`config.mk`:
```
export PLATFORM = sky130hd
export DESIGN_NAME = irq_pending_ctrl_flat
export DESIGN_NICKNAME = d
export VERILOG_FILES = /design/src/rtl/irq_pkg.sv /design/src/rtl/irq_pending_ctrl_if.sv /design/src/rtl/irq_prio_enc8.sv /design/src/rtl/irq_pending_ctrl.sv /design/src/flat_wrapper.sv
export SDC_FILE = /design/constraint.sdc
export NUM_CORES = 1
export LEC_CHECK = 0
export ABC_AREA = 1
export BUFFER_PORTS_ARGS = -buffer_cell sky130_fd_sc_hd__buf_2
export CAP_MARGIN = 20
export CORE_MARGIN = 2
export CORE_UTILIZATION = 35
export DETAILED_ROUTE_END_ITERATION = 8
export PLACE_DENSITY = 0.61
export RECOVER_POWER = 100
export SYNTH_ARGS = -nofsm -noshare
export SYNTH_HDL_FRONTEND = slang
export SYNTH_SLANG_ARGS = --single-unit
```
`constraint.sdc`:
```
create_clock -name clk -period 1.5 [get_ports clk]
set_input_delay 0.075 -clock clk [delete_from_list [all_inputs] [get_ports clk]]
set_output_delay 0.075 -clock clk [all_outputs]
set_load 0.02 [all_outputs]
```
`src/rtl/irq_pkg.sv`:
```
// Shared constants and types for the pending-interrupt controller.
// The IRQ_PENDING_CTRL_EDGE_EN build option is consumed by irq_pending_ctrl.
package irq_pkg;

  localparam int N_SRC = 8;
  localparam int ID_W  = 3;

  localparam logic [N_SRC-1:0] MASK_RST = 8'hFF;

  typedef enum logic {
    ST_IDLE    = 1'b0,
    ST_PRESENT = 1'b1
  } state_t;

  // One-hot select of a single source, used to retire the acknowledged ID.
  function automatic logic [N_SRC-1:0] id_onehot(input logic [ID_W-1:0] id);
    return N_SRC'(1) << id;
  endfunction

endpackage

```
`src/rtl/irq_pending_ctrl_if.sv`:
```
// Request/mask inputs and presented-ID outputs of irq_pending_ctrl.
// Handshake: irq_valid=1 holds irq_id stable; an ID is consumed on a cycle with
// irq_valid && ack, after which irq_valid drops for at least one cycle.
interface irq_pending_ctrl_if;
  import irq_pkg::*;

  logic [N_SRC-1:0] req;
  logic             mask_wr;
  logic [N_SRC-1:0] mask_in;
  logic             ack;
  logic             ovf_clr;
  logic             irq_valid;
  logic [ID_W-1:0]  irq_id;
  logic [N_SRC-1:0] pending;
  logic [N_SRC-1:0] ovf;
  state_t           state_dbg;

  modport master (
    output req, mask_wr, mask_in, ack, ovf_clr,
    input  irq_valid, irq_id, pending, ovf, state_dbg
  );

  modport slave (
    input  req, mask_wr, mask_in, ack, ovf_clr,
    output irq_valid, irq_id, pending, ovf, state_dbg
  );

endinterface

```
`src/rtl/irq_prio_enc8.sv`:
```
// Combinational 8:3 highest-set-bit encoder; any=0 and sel=0 for an all-zero input.
module irq_prio_enc8
  import irq_pkg::*;
(
  input  logic [N_SRC-1:0] vec,
  output logic [ID_W-1:0]  sel,
  output logic             any
);

  always_comb begin
    sel = '0;
    any = |vec;
    // Ascending scan: the last set bit seen is the highest one.
    for (int k = 0; k < N_SRC; k++) begin
      if (vec[k]) sel = ID_W'(k);
    end
  end

endmodule

```
`src/rtl/irq_pending_ctrl.sv`:
```
// Pending/mask/overflow front-end with valid/ack presentation of the top source.
// Define IRQ_PENDING_CTRL_EDGE_EN for rising-edge request capture (default: level).
module irq_pending_ctrl
  import irq_pkg::*;
(
  input  logic               clk,
  input  logic               rst,
  irq_pending_ctrl_if.slave  bus
);

  state_t           state, state_nxt;
  logic [ID_W-1:0]  irq_id_q, irq_id_nxt;
  logic [N_SRC-1:0] pending_q, mask_q, ovf_q;
  logic [N_SRC-1:0] evt, clr_vec, eligible;
  logic [ID_W-1:0]  sel;
  logic             any;
  logic             ack_take;

`ifdef IRQ_PENDING_CTRL_EDGE_EN
  logic [N_SRC-1:0] req_q;

  always_ff @(posedge clk) begin
    if (rst) req_q <= '0;
    else     req_q <= bus.req;
  end

  assign evt = bus.req & ~req_q;
`else
  assign evt = bus.req;
`endif

  assign ack_take = (state == ST_PRESENT) && bus.ack;
  assign clr_vec  = ack_take ? id_onehot(irq_id_q) : '0;
  assign eligible = pending_q & mask_q;

  irq_prio_enc8 u_enc (
    .vec (eligible),
    .sel (sel),
    .any (any)
  );

  // A new event beats a same-cycle clear, and a retiring source never overflows.
  always_ff @(posedge clk) begin
    if (rst) begin
      pending_q <= '0;
      mask_q    <= MASK_RST;
      ovf_q     <= '0;
    end else begin
      pending_q <= (pending_q & ~clr_vec) | evt;
      ovf_q     <= (bus.ovf_clr ? '0 : ovf_q) | (evt & pending_q & ~clr_vec);
      if (bus.mask_wr) mask_q <= bus.mask_in;
    end
  end

  always_comb begin
    state_nxt  = state;
    irq_id_nxt = irq_id_q;
    case (state)
      ST_IDLE: begin
        if (any) begin
          state_nxt  = ST_PRESENT;
          irq_id_nxt = sel;
        end
      end
      ST_PRESENT: begin
        if (bus.ack) state_nxt = ST_IDLE;
      end
    endcase
  end

  always_ff @(posedge clk) begin
    if (rst) begin
      state    <= ST_IDLE;
      irq_id_q <= '0;
    end else begin
      state    <= state_nxt;
      irq_id_q <= irq_id_nxt;
    end
  end

  assign bus.irq_valid = (state == ST_PRESENT);
  assign bus.irq_id    = irq_id_q;
  assign bus.pending   = pending_q;
  assign bus.ovf       = ovf_q;
  assign bus.state_dbg = state;

endmodule

```
`src/flat_wrapper.sv`:
```
// flat-port wrapper written by rule: the top's interface ports become plain ports
module irq_pending_ctrl_flat import irq_pkg::*;
  (clk, rst, bus_req, bus_mask_wr, bus_mask_in, bus_ack, bus_ovf_clr, bus_irq_valid, bus_irq_id, bus_pending, bus_ovf, bus_state_dbg);
  irq_pending_ctrl_if bus_i ();
  input  logic clk;
  input  logic rst;
  input wire logic [$bits(bus_i.req)-1:0] bus_req;
  input wire logic [$bits(bus_i.mask_wr)-1:0] bus_mask_wr;
  input wire logic [$bits(bus_i.mask_in)-1:0] bus_mask_in;
  input wire logic [$bits(bus_i.ack)-1:0] bus_ack;
  input wire logic [$bits(bus_i.ovf_clr)-1:0] bus_ovf_clr;
  output wire logic [$bits(bus_i.irq_valid)-1:0] bus_irq_valid;
  output wire logic [$bits(bus_i.irq_id)-1:0] bus_irq_id;
  output wire logic [$bits(bus_i.pending)-1:0] bus_pending;
  output wire logic [$bits(bus_i.ovf)-1:0] bus_ovf;
  output wire logic [$bits(bus_i.state_dbg)-1:0] bus_state_dbg;
  assign bus_i.req = bus_req;
  assign bus_i.mask_wr = bus_mask_wr;
  assign bus_i.mask_in = bus_mask_in;
  assign bus_i.ack = bus_ack;
  assign bus_i.ovf_clr = bus_ovf_clr;
  assign bus_irq_valid = bus_i.irq_valid;
  assign bus_irq_id = bus_i.irq_id;
  assign bus_pending = bus_i.pending;
  assign bus_ovf = bus_i.ovf;
  assign bus_state_dbg = bus_i.state_dbg;
  irq_pending_ctrl u_core (.clk(clk), .rst(rst), .bus(bus_i));
endmodule
```
# Word level (Yosys, flattened, before mapping)

Index checks and enable logic that the tools add are counted.

Register bits after elaboration: 28
Output and inout port bits: 21
Input bits: 21
Word-level logic and storage cells: 29

Bitwise logic cells: 8
Shifts and indexed selects: 1
Mux-type cells: 12
Reduce and logical (&&, ||, !) cells: 3

Operators by type and width:

| cell                  | number |
|---|---|
| $and A8 B8 Y8         | 4 |
| $mux W3               | 6 |
| $mux W8               | 2 |
| $or A8 B8 Y8          | 2 |
| $not A8 Y8            | 1 |
| $reduce_or A8 Y1      | 1 |
| $shl A1 B3 Y8 const A | 1 |
| $mux W1               | 3 |
| $pmux W1 S2           | 1 |
| $reduce_and A2 Y1     | 1 |
| $logic_and A1 B1 Y1   | 1 |
| $not A1 Y1            | 1 |

# Longest topological paths before layout

Gate-level depths: netlist of run 1.

Word-level depth: 8
Mapped depth: 8
Gate-level depth less buffers: 8

# Cells and area by module

A second synthesis of run 1 with hierarchy kept.

Cells, all modules: 186
Area total of the unflattened synthesis: 1,236.2 sq um

By module, submodules not included:

| module           | instances | sequential area each (sq um) | cells an instance | area an instance (sq um) |
|---|---|---|---|---|
| irq_pending_ctrl | 1         | 560.5                        | 166               | 1,158.6 |
| irq_prio_enc8    | 1         | 0.0                          | 20                | 77.6 |

# Least setup slack after synthesis of run 1

Ideal clock, no wire load.

Path kind: register to register
From: register u_core.irq_id_q[0], in the netlist u_core.bus.irq_id[0]
To: register u_core.ovf_q[5], in the netlist u_core.bus.ovf[5]
Setup slack: 0.347 ns
Data required time: 1.371 ns
Clock period less this slack: 1.153 ns
Library setup time: 0.129 ns
Path buffers: 0
Stages on the path, launching flop included: 7
Arrival time: 1.024 ns
Path through: dfxtp_1 inv_1 nor2_2 inv_1 o21ai_1 o21a_1 nor2_1

Word-level cells in the longest chain between the ends: 5

RTL lines:

| what                   | RTL line               | text |
|---|---|---|
| start, declared        | irq_pending_ctrl.sv:12 | `logic [ID_W-1:0] irq_id_q, irq_id_nxt;` |
| start signal, assigned | irq_pending_ctrl.sv:77 | `irq_id_q <= irq_id_nxt;` |
| $shl A1 B3 Y8          | irq_pkg.sv:17          | `return N_SRC'(1) << id;` |
| $mux W8                | irq_pending_ctrl.sv:33 | `assign clr_vec = ack_take ? id_onehot(irq_id_q) : '0;` |
| $not A8 Y8             | irq_pending_ctrl.sv:50 | `ovf_q <= (bus.ovf_clr ? '0 : ovf_q) \| (evt & pending_q & ~clr_vec);` |
| $and A8 B8 Y8          | irq_pending_ctrl.sv:50 |  |
| $or A8 B8 Y8           | irq_pending_ctrl.sv:50 |  |
| end signal, assigned   | irq_pending_ctrl.sv:50 |  |
| end, declared          | irq_pending_ctrl.sv:13 | `logic [N_SRC-1:0] pending_q, mask_q, ovf_q;` |

Every way passes these cells.
A chain may end at the register's enable or synchronous reset.

# Worst setup path after layout of run 1

Ends and elaborated chain as after synthesis.

==> run_results.csv, run 1 <==
group,metric,value,unit
run_status,outcome,"complete, no violations",
sta,rsz0062_at_grt,"no",
floorplanning,rows,20,
drt,wire_per_inst,10.84,um
final_layout,final_area,1551,um2
power,p_leak,0.7026,nW
clock_tree,clk_pin_slew,0.14,ns
yosys,synth_warnings,0,
clock_tree,clk_path_buf_depth,2,
drt,vias_per_cell,4.588,
clock_tree,cts-resized-gates,0,
setup_path,worst_ep_arrival_time,1.45,ns
final_layout,instances_no_fill,257,
sta,hold_violations,0,
placement,hpwl,2082,um
clock_tree,cts_tree,"built",
floorplanning,start_util,37.36,%
drt,initialDrtViolationCount,16,
global_routing,grt.total_usage,16.73,%
sta,setup_viol,0,
setup_path,crit_fanout,5,
drt,dr.pass1.iters,4,
yosys,synth_nets,176,
clock_tree,cts_root_buffer,"clkbuf_4",
yosys,synth_top_family_by_area,"simple AND/OR/NAND/NOR gates",
floorplanning,die_h,61.32,um
floorplanning,coreArea,3078,um2
yosys,synth_area,1150,um2
final_layout,layout.nets,235,
setup_path,critPathKind,"reg2reg",
global_routing,grt_remaining_overflow,0,
sta,clock.fmax,820.9,MHz
floorplanning,chipWidth,61.32,um
placement,postPlaceCellArea,1394,um2
clock_tree,clock_latency,0.33,ns
final_layout,fin_util,50.41,%
sta,finalSetupTns,0,ns
global_routing,grt_pass1_vias,1114,
global_routing,antenna_found_initial,0,
final_layout,drive_gt1_share,15.96,%
final_layout,syn_to_final_growth,34.93,%
power,total_power,1.538,mW
floorplanning,die-area,3760,um2
setup_path,worst_setup_path_start_kind,"flip-flop",
final_layout,layout_commonest_cell,"nand2_1",
yosys,syn_area_per_cell,7.418,um2
clock_tree,clock-sinks,28,
sta,fin_skew,0.004227,ns
drt,ant_nets,0,
power,power_density,991.0,nW/um2
sta,slew_headroom,79.40,%
yosys,synth_compound_area_share,11.97,%
final_layout,n_antenna_cell,0,
final_layout,final_cell_mix,"nand2_1, dfxtp_1, clkbuf_1",
hold_path,hold_path_class,"in2reg",
yosys,ys_seq_area_share,48.75,%
drt,vias,1179,
placement,gp_congestion,0.7759,
clock_tree,h-tree-depth,1,
floorplanning,ios,42,
clock_tree,cts_buffers,3,
yosys,postSynthCellCount,155,
setup_path,timing.critical_path.required,1.73,ns
sta,drv_slew,0,
placement,port_buffers,41,
drt,wl,2785,um
setup_path,end_kind,"flip-flop",
global_routing,grt_max_degree,19,
yosys,synthAdderAreaFrac,0,%
yosys,ys_seq_elements,28,
sta,layout_min_cycle_time,1.218,ns
job,drv_cap,0,
sta,post-route-period-util,81.21,%
sta,tightest_slew,0.3070,ns
global_routing,grt_pass1_wl,4692,um
drt,drcViolationCount,0,
placement,placed_cells,237,
yosys,yosys.area_share.simple,32.97,%
yosys,ys_types,18,
yosys,synth.mux.area_fraction,0,%
yosys,synth-xor-area-share,0,%
power,irDropWorstVdd,0.6025,mV
==> cells in the mapped netlist (all sizes together) <==
cell type	count	area share, %
nand2	51	18
inv	12	3.9
o21ai	4	1.7
nand3	19	8.3
clkinv	1	0.33
a21oi	16	7.6
buf	3	1.7
o211ai	1	0.65
dfxtp	28	49
nor2	15	5.8
clkbuf	1	0.33
o21a	3	2.0
nand4	1	0.54
==> stage by stage <==
stage | setup slack [ns] | hold slack (ns)
2_1_floorplan | 0.3472 | 0.1924
3_3_place_gp | 0.3602 | 0.2881
3_5_place_dp | 0.3965 | 0.2904
4_1_cts | 0.3544 | 0.04165
5_1_grt | 0.1276 | 0.05360
6_report | 0.2819 | 0.05422
==> power breakdown <==
part	internal, mW	total (mW)	leakage [nW]	switching, mW
registers	0.799	0.852	0.233	0.0527
clock network	0.149	0.365	0.0210	0.216
logic	0.128	0.321	0.449	0.193
==> sequential cells by signal, summed over array words and instances, names as in the netlist <==
name and cells:
u_core.bus.irq_valid 1, u_core.mask_q 8, u_core.bus.pending 8, u_core.bus.irq_id 3
u_core.bus.ovf 8
==> logic make-up (layout without fill, tap and decap cells) <==
| kind of cell | after synthesis | in the layout |
|---|---|---|
| compound gates | 24 | 24 |
| flops | 28 | 28 |
| simple gates | 86 | 86 |
| buf+inv | 17 | 75 |
==> timing repair <==
action,in CTS,in global routing
hold buffers,16,0
hold endpoints to repair,17,0
buffers inserted,0,0
==> worst paths after layout <==
path / startpoint / endpoint / slack, ns / depth (start not counted)
max: u_core.bus.irq_id[0] / u_core.bus.ovf[5] / 0.28 / 6
min: bus_mask_wr / u_core.mask_q[2] / 0.05 / 3
max reg2reg: u_core.bus.irq_id[0] / u_core.bus.ovf[5] / 0.28 / 6
min reg2reg: u_core.bus.ovf[4] / u_core.bus.ovf[4] / 0.48 / 2
==> per-layer routing <==
metal	up-vias	GRT usage, %	wire length [um]
met2	27	30.70	1336
met4	0	3.727	20
met5	-	0	0
met3	4	3.782	129
met1	534	19.77	1299
li1	614	-	-
==> worst max-delay path, cell delays in order (launching register included) <==
cell and delay (ns):
dfxtp_1 0.45, inv_1 0.11, nor2_1 0.13, inv_1 0.05, o21ai_0 0.21, o21a_1 0.14, nor2_1 0.04
==> layout make-up <==
cell class / instances / area, um2
Clock buffer: 4 / 36.28
Fill cell: 329 / 1526
Inverter: 13 / 48.80
Multi-Input combinational cell: 110 / 504.2
Sequential cell: 28 / 560.5
Tap cell: 44 / 55.05
Timing Repair Buffer: 58 / 346.6
No activity file was read; power rests on OpenSTA's default activity.
==> run 2: changes to the inputs <==
--- a/config.mk
+++ b/config.mk
@@ -5,7 +5,7 @@
 export SDC_FILE = /design/constraint.sdc
 export NUM_CORES = 1
 export LEC_CHECK = 0
-export ABC_AREA = 1
+export ABC_AREA = 0
 export BUFFER_PORTS_ARGS = -buffer_cell sky130_fd_sc_hd__buf_2
 export CAP_MARGIN = 20
 export CORE_MARGIN = 2
==> constraint.sdc (replaced) <==
create_clock -name clk -period 1.2 [get_ports clk]
set_input_delay 0.06 -clock clk [delete_from_list [all_inputs] [get_ports clk]]
set_output_delay 0.06 -clock clk [all_outputs]
set_load 0.02 [all_outputs]
==> run 2 against run 1 <==
  * The flow now finishes with violations (setup timing)
  * Sequential share of layout area is 2.9 points lower
  * Core utilization is 5.5 points higher
  * Non-clock buffer count is 13 higher
  * Clock power is 70% higher
  * Synthesized area is 0.11% higher
  * Worst hold slack worse by 0.0015 ns
  * Synthesized cell count is 20% lower
  * Via count is 6.3% lower
  * Critical path depth is 1 lower
  * Critical path type unchanged
  * Critical endpoint is now u_core.bus.irq_id[0]
==> run_results.csv, run 2 <==
group,metric,value,unit
run_status,outcome,"complete, but fails checks",
run_status,violations,"setup timing",
drt,wl,2854,um
floorplanning,ios,42,
floorplanning,rows,20,
yosys,synthArstFlopShare,0,%
placement,port_buffers,41,
yosys,synth.top_cells.by_count,"dfxtp_1, a21oi_1, nand2b_1, a211o_1, nor2b_1",
power,p_leak,0.7357,nW
final_layout,final_area,1735,um2
global_routing,grt_max_degree,29,
clock_tree,clock-sinks,28,
floorplanning,chipWidth,61.35,um
floorplanning,coreArea,3103,um2
yosys,synth_area,1151,um2
drt,dr.pass1.iters,4,
floorplanning,start_util,37.10,%
drt,vias_per_cell,4.643,
yosys,synth_warnings,0,
job,drv_cap,0,
placement,hpwl,1973,um
final_layout,n_fill_cell,321,
yosys,synth_top_area_cell,"dfxtp_1",
clock_tree,clk_pin_slew,0.16,ns
yosys,yosys-top-cells-area,"dfxtp_1, a21oi_1, a211o_1",
setup_path,cpMaxStageDelayCell,"dfxtp_2",
clock_tree,cts_tree,"built",
setup_path,critPathKind,"reg2reg",
sta,drv_slew,0,
final_layout,fin_util,55.93,%
drt,ant_nets,0,
sta,holdWs,0.05276,ns
setup_path,timing.critical_path.required,1.46,ns
clock_tree,cts_root_buffer,"clkbuf_4",
yosys,synth-main-ff-cell,"dfxtp_1",
sta,slew_headroom,68.11,%
hold_path,hold_path_end,"u_core.bus.ovf[5]",
sta,rsz0062_at_grt,"yes",
power,power_density,1243,nW/um2
drt,drcViolationCount,0,
final_layout,n_antenna_cell,0,
placement,place_ws,0.003611,ns
final_layout,drive_gt1_share,39.18,%
placement,postPlaceCellArea,1448,um2
hold_path,hp-start,"bus_ovf_clr",
floorplanning,die-area,3764,um2
yosys,synth.top_cell.area_share,48.70,%
floorplanning,die_h,61.35,um
final_layout,layout.nets,216,
setup_path,worst_ep_arrival_time,1.49,ns
sta,layout_min_cycle_time,1.239,ns
global_routing,grt_pass1_vias,1019,
sta,post-route-period-util,103.2,%
hold_path,hold_depth,3,
placement,gp_congestion,0.7525,
yosys,ys_seq_area_share,48.70,%
yosys,synth_nets,145,
yosys,ys_seq_elements,28,
final_layout,syn_to_final_growth,50.76,%
clock_tree,clk_path_buf_depth,2,
yosys,syn_area_per_cell,9.283,um2
hold_path,hold_path_class,"in2reg",
setup_path,rr_worst_depth,5,
global_routing,grt_pass1_wl,4567,um
drt,initialDrtViolationCount,43,
yosys,synth_most_common_cell,"dfxtp_1",
setup_path,critPathMaxStageDelay,0.39,ns
yosys,ys_types,26,
clock_tree,clock_latency,0.34,ns
clock_tree,h-tree-depth,1,
setup_path,end_kind,"flip-flop",
global_routing,antenna_found_initial,0,
drt,vias,1105,
sta,fin_skew,0.01299,ns
yosys,synth_edf_count,0,
sta,hold_violations,0,
setup_path,worst_setup_path_start_kind,"flip-flop",
global_routing,grt_remaining_overflow,0,
yosys,postSynthCellCount,124,
final_layout,final_cell_mix,"buf_2, dlygate4sd3_1, dfxtp_1",
global_routing,grt.total_usage,16.20,%
power,irDropWorstVdd,0.8902,mV
sta,setup_viol,2,
setup_path,timing.rr.end,"u_core.bus.irq_id[0]",
drt,wire_per_inst,11.99,um
setup_path,crit_fanout,4,
sta,clock.fmax,807.2,MHz
final_layout,layout_commonest_cell,"buf_2",
setup_path,timing.rr.start,"u_core.bus.pending[6]",
sta,finalWorstSetupSlack,-0.03879,ns
setup_path,worstPathCellList,"a22oi_2 -> a41oi_2 -> buf_4 -> nor2_1 -> a211oi_1",
sta,tightest_slew,0.4784,ns
clock_tree,cts_buffers,3,
power,total_power,2.157,mW
setup_path,r2r_setup_slack,-0.04,ns
## run 2: cell types whose count changed after synthesis, sizes merged, moves of 3 or more
cell	delta
nand3	-16
inv	-6
nand2b	+11
a211o	+8
a22oi	+4
or2	+6
nor2	-10
nor2b	+8
o21a	-3
nand2	-47
## run 2: cells by family after synthesis
| group | synth area share, % |
|---|---|
| compound gates | 26.52 |
| flops | 48.70 |
| simple gates | 20.76 |
| buf+inv | 4.021 |
## run 2: worst max-delay path by stage
stage / endpoint / from / slack [ns]
detailed placement: u_core.bus.irq_id[1] / u_core.bus.pending[2] / 0.004
CTS: u_core.bus.irq_id[1] / u_core.bus.irq_valid / 0.0003
floorplan: u_core.bus.pending[0] / u_core.bus.irq_valid / 0.0008
global route: u_core.bus.irq_id[1] / u_core.bus.pending[6] / -0.11
global placement: u_core.bus.pending[0] / u_core.bus.irq_id[2] / 0.04
finish: u_core.bus.irq_id[0] / u_core.bus.pending[6] / -0.04
## run 2: final cells by class
| cell class | instances | area (um2) | area share [%] |
|---|---|---|---|
| multi-input cells | 85 | 566.8 | 32.66 |
| inverters | 6 | 22.52 | 1.298 |
| flip-flops and latches | 28 | 576.8 | 33.24 |
| repair buffers | 71 | 461.7 | 26.60 |
| clock buffers | 3 | 22.52 | 1.298 |
| well taps | 44 | 55.05 | 3.172 |
| clock inverters | 1 | 30.03 | 1.730 |
## run 2: layer usage
metal | vias to the layer above | track usage, % | wire [um]
li1 | 579 | - | -
met1 | 489 | 21.91 | 1390
met2 | 35 | 27.36 | 1294
met3 | 2 | 3.782 | 155
met4 | 0 | 1.824 | 12
met5 | - | 0 | 0
## run 2: per-stage QoR
stage          setup TNS, ns  instances
4_1_cts                    0        238
2_1_floorplan              0        124
3_3_place_gp               0        211
3_5_place_dp               0        211
5_1_grt              -0.9430        238
6_report            -0.05094        238
## run 2: power by group
part / switching [mW] / internal [mW]
clock: 0.284 / 0.338
combinational: 0.236 / 0.234
sequential: 0.0600 / 1.00
total: 0.580 / 1.58
## run 2: critical path: cells and delay by family, from the launching register on
family / cells / cell delay [ns]
compound gates: 3 / 0.57
flops: 1 / 0.39
buf+inv: 1 / 0.16
simple gates: 1 / 0.03
## run 2: timing repair
item / 4_1_cts / 5_1_grt
setup endpoints to repair: 3 / 12
hold buffers: 17 / 0
pin swaps: 6 / 4
gates resized for setup: 6 / 10
cloned: 0 / 0
buffers inserted: 6 / 1
endpoints found under the hold margin: 19 / 0
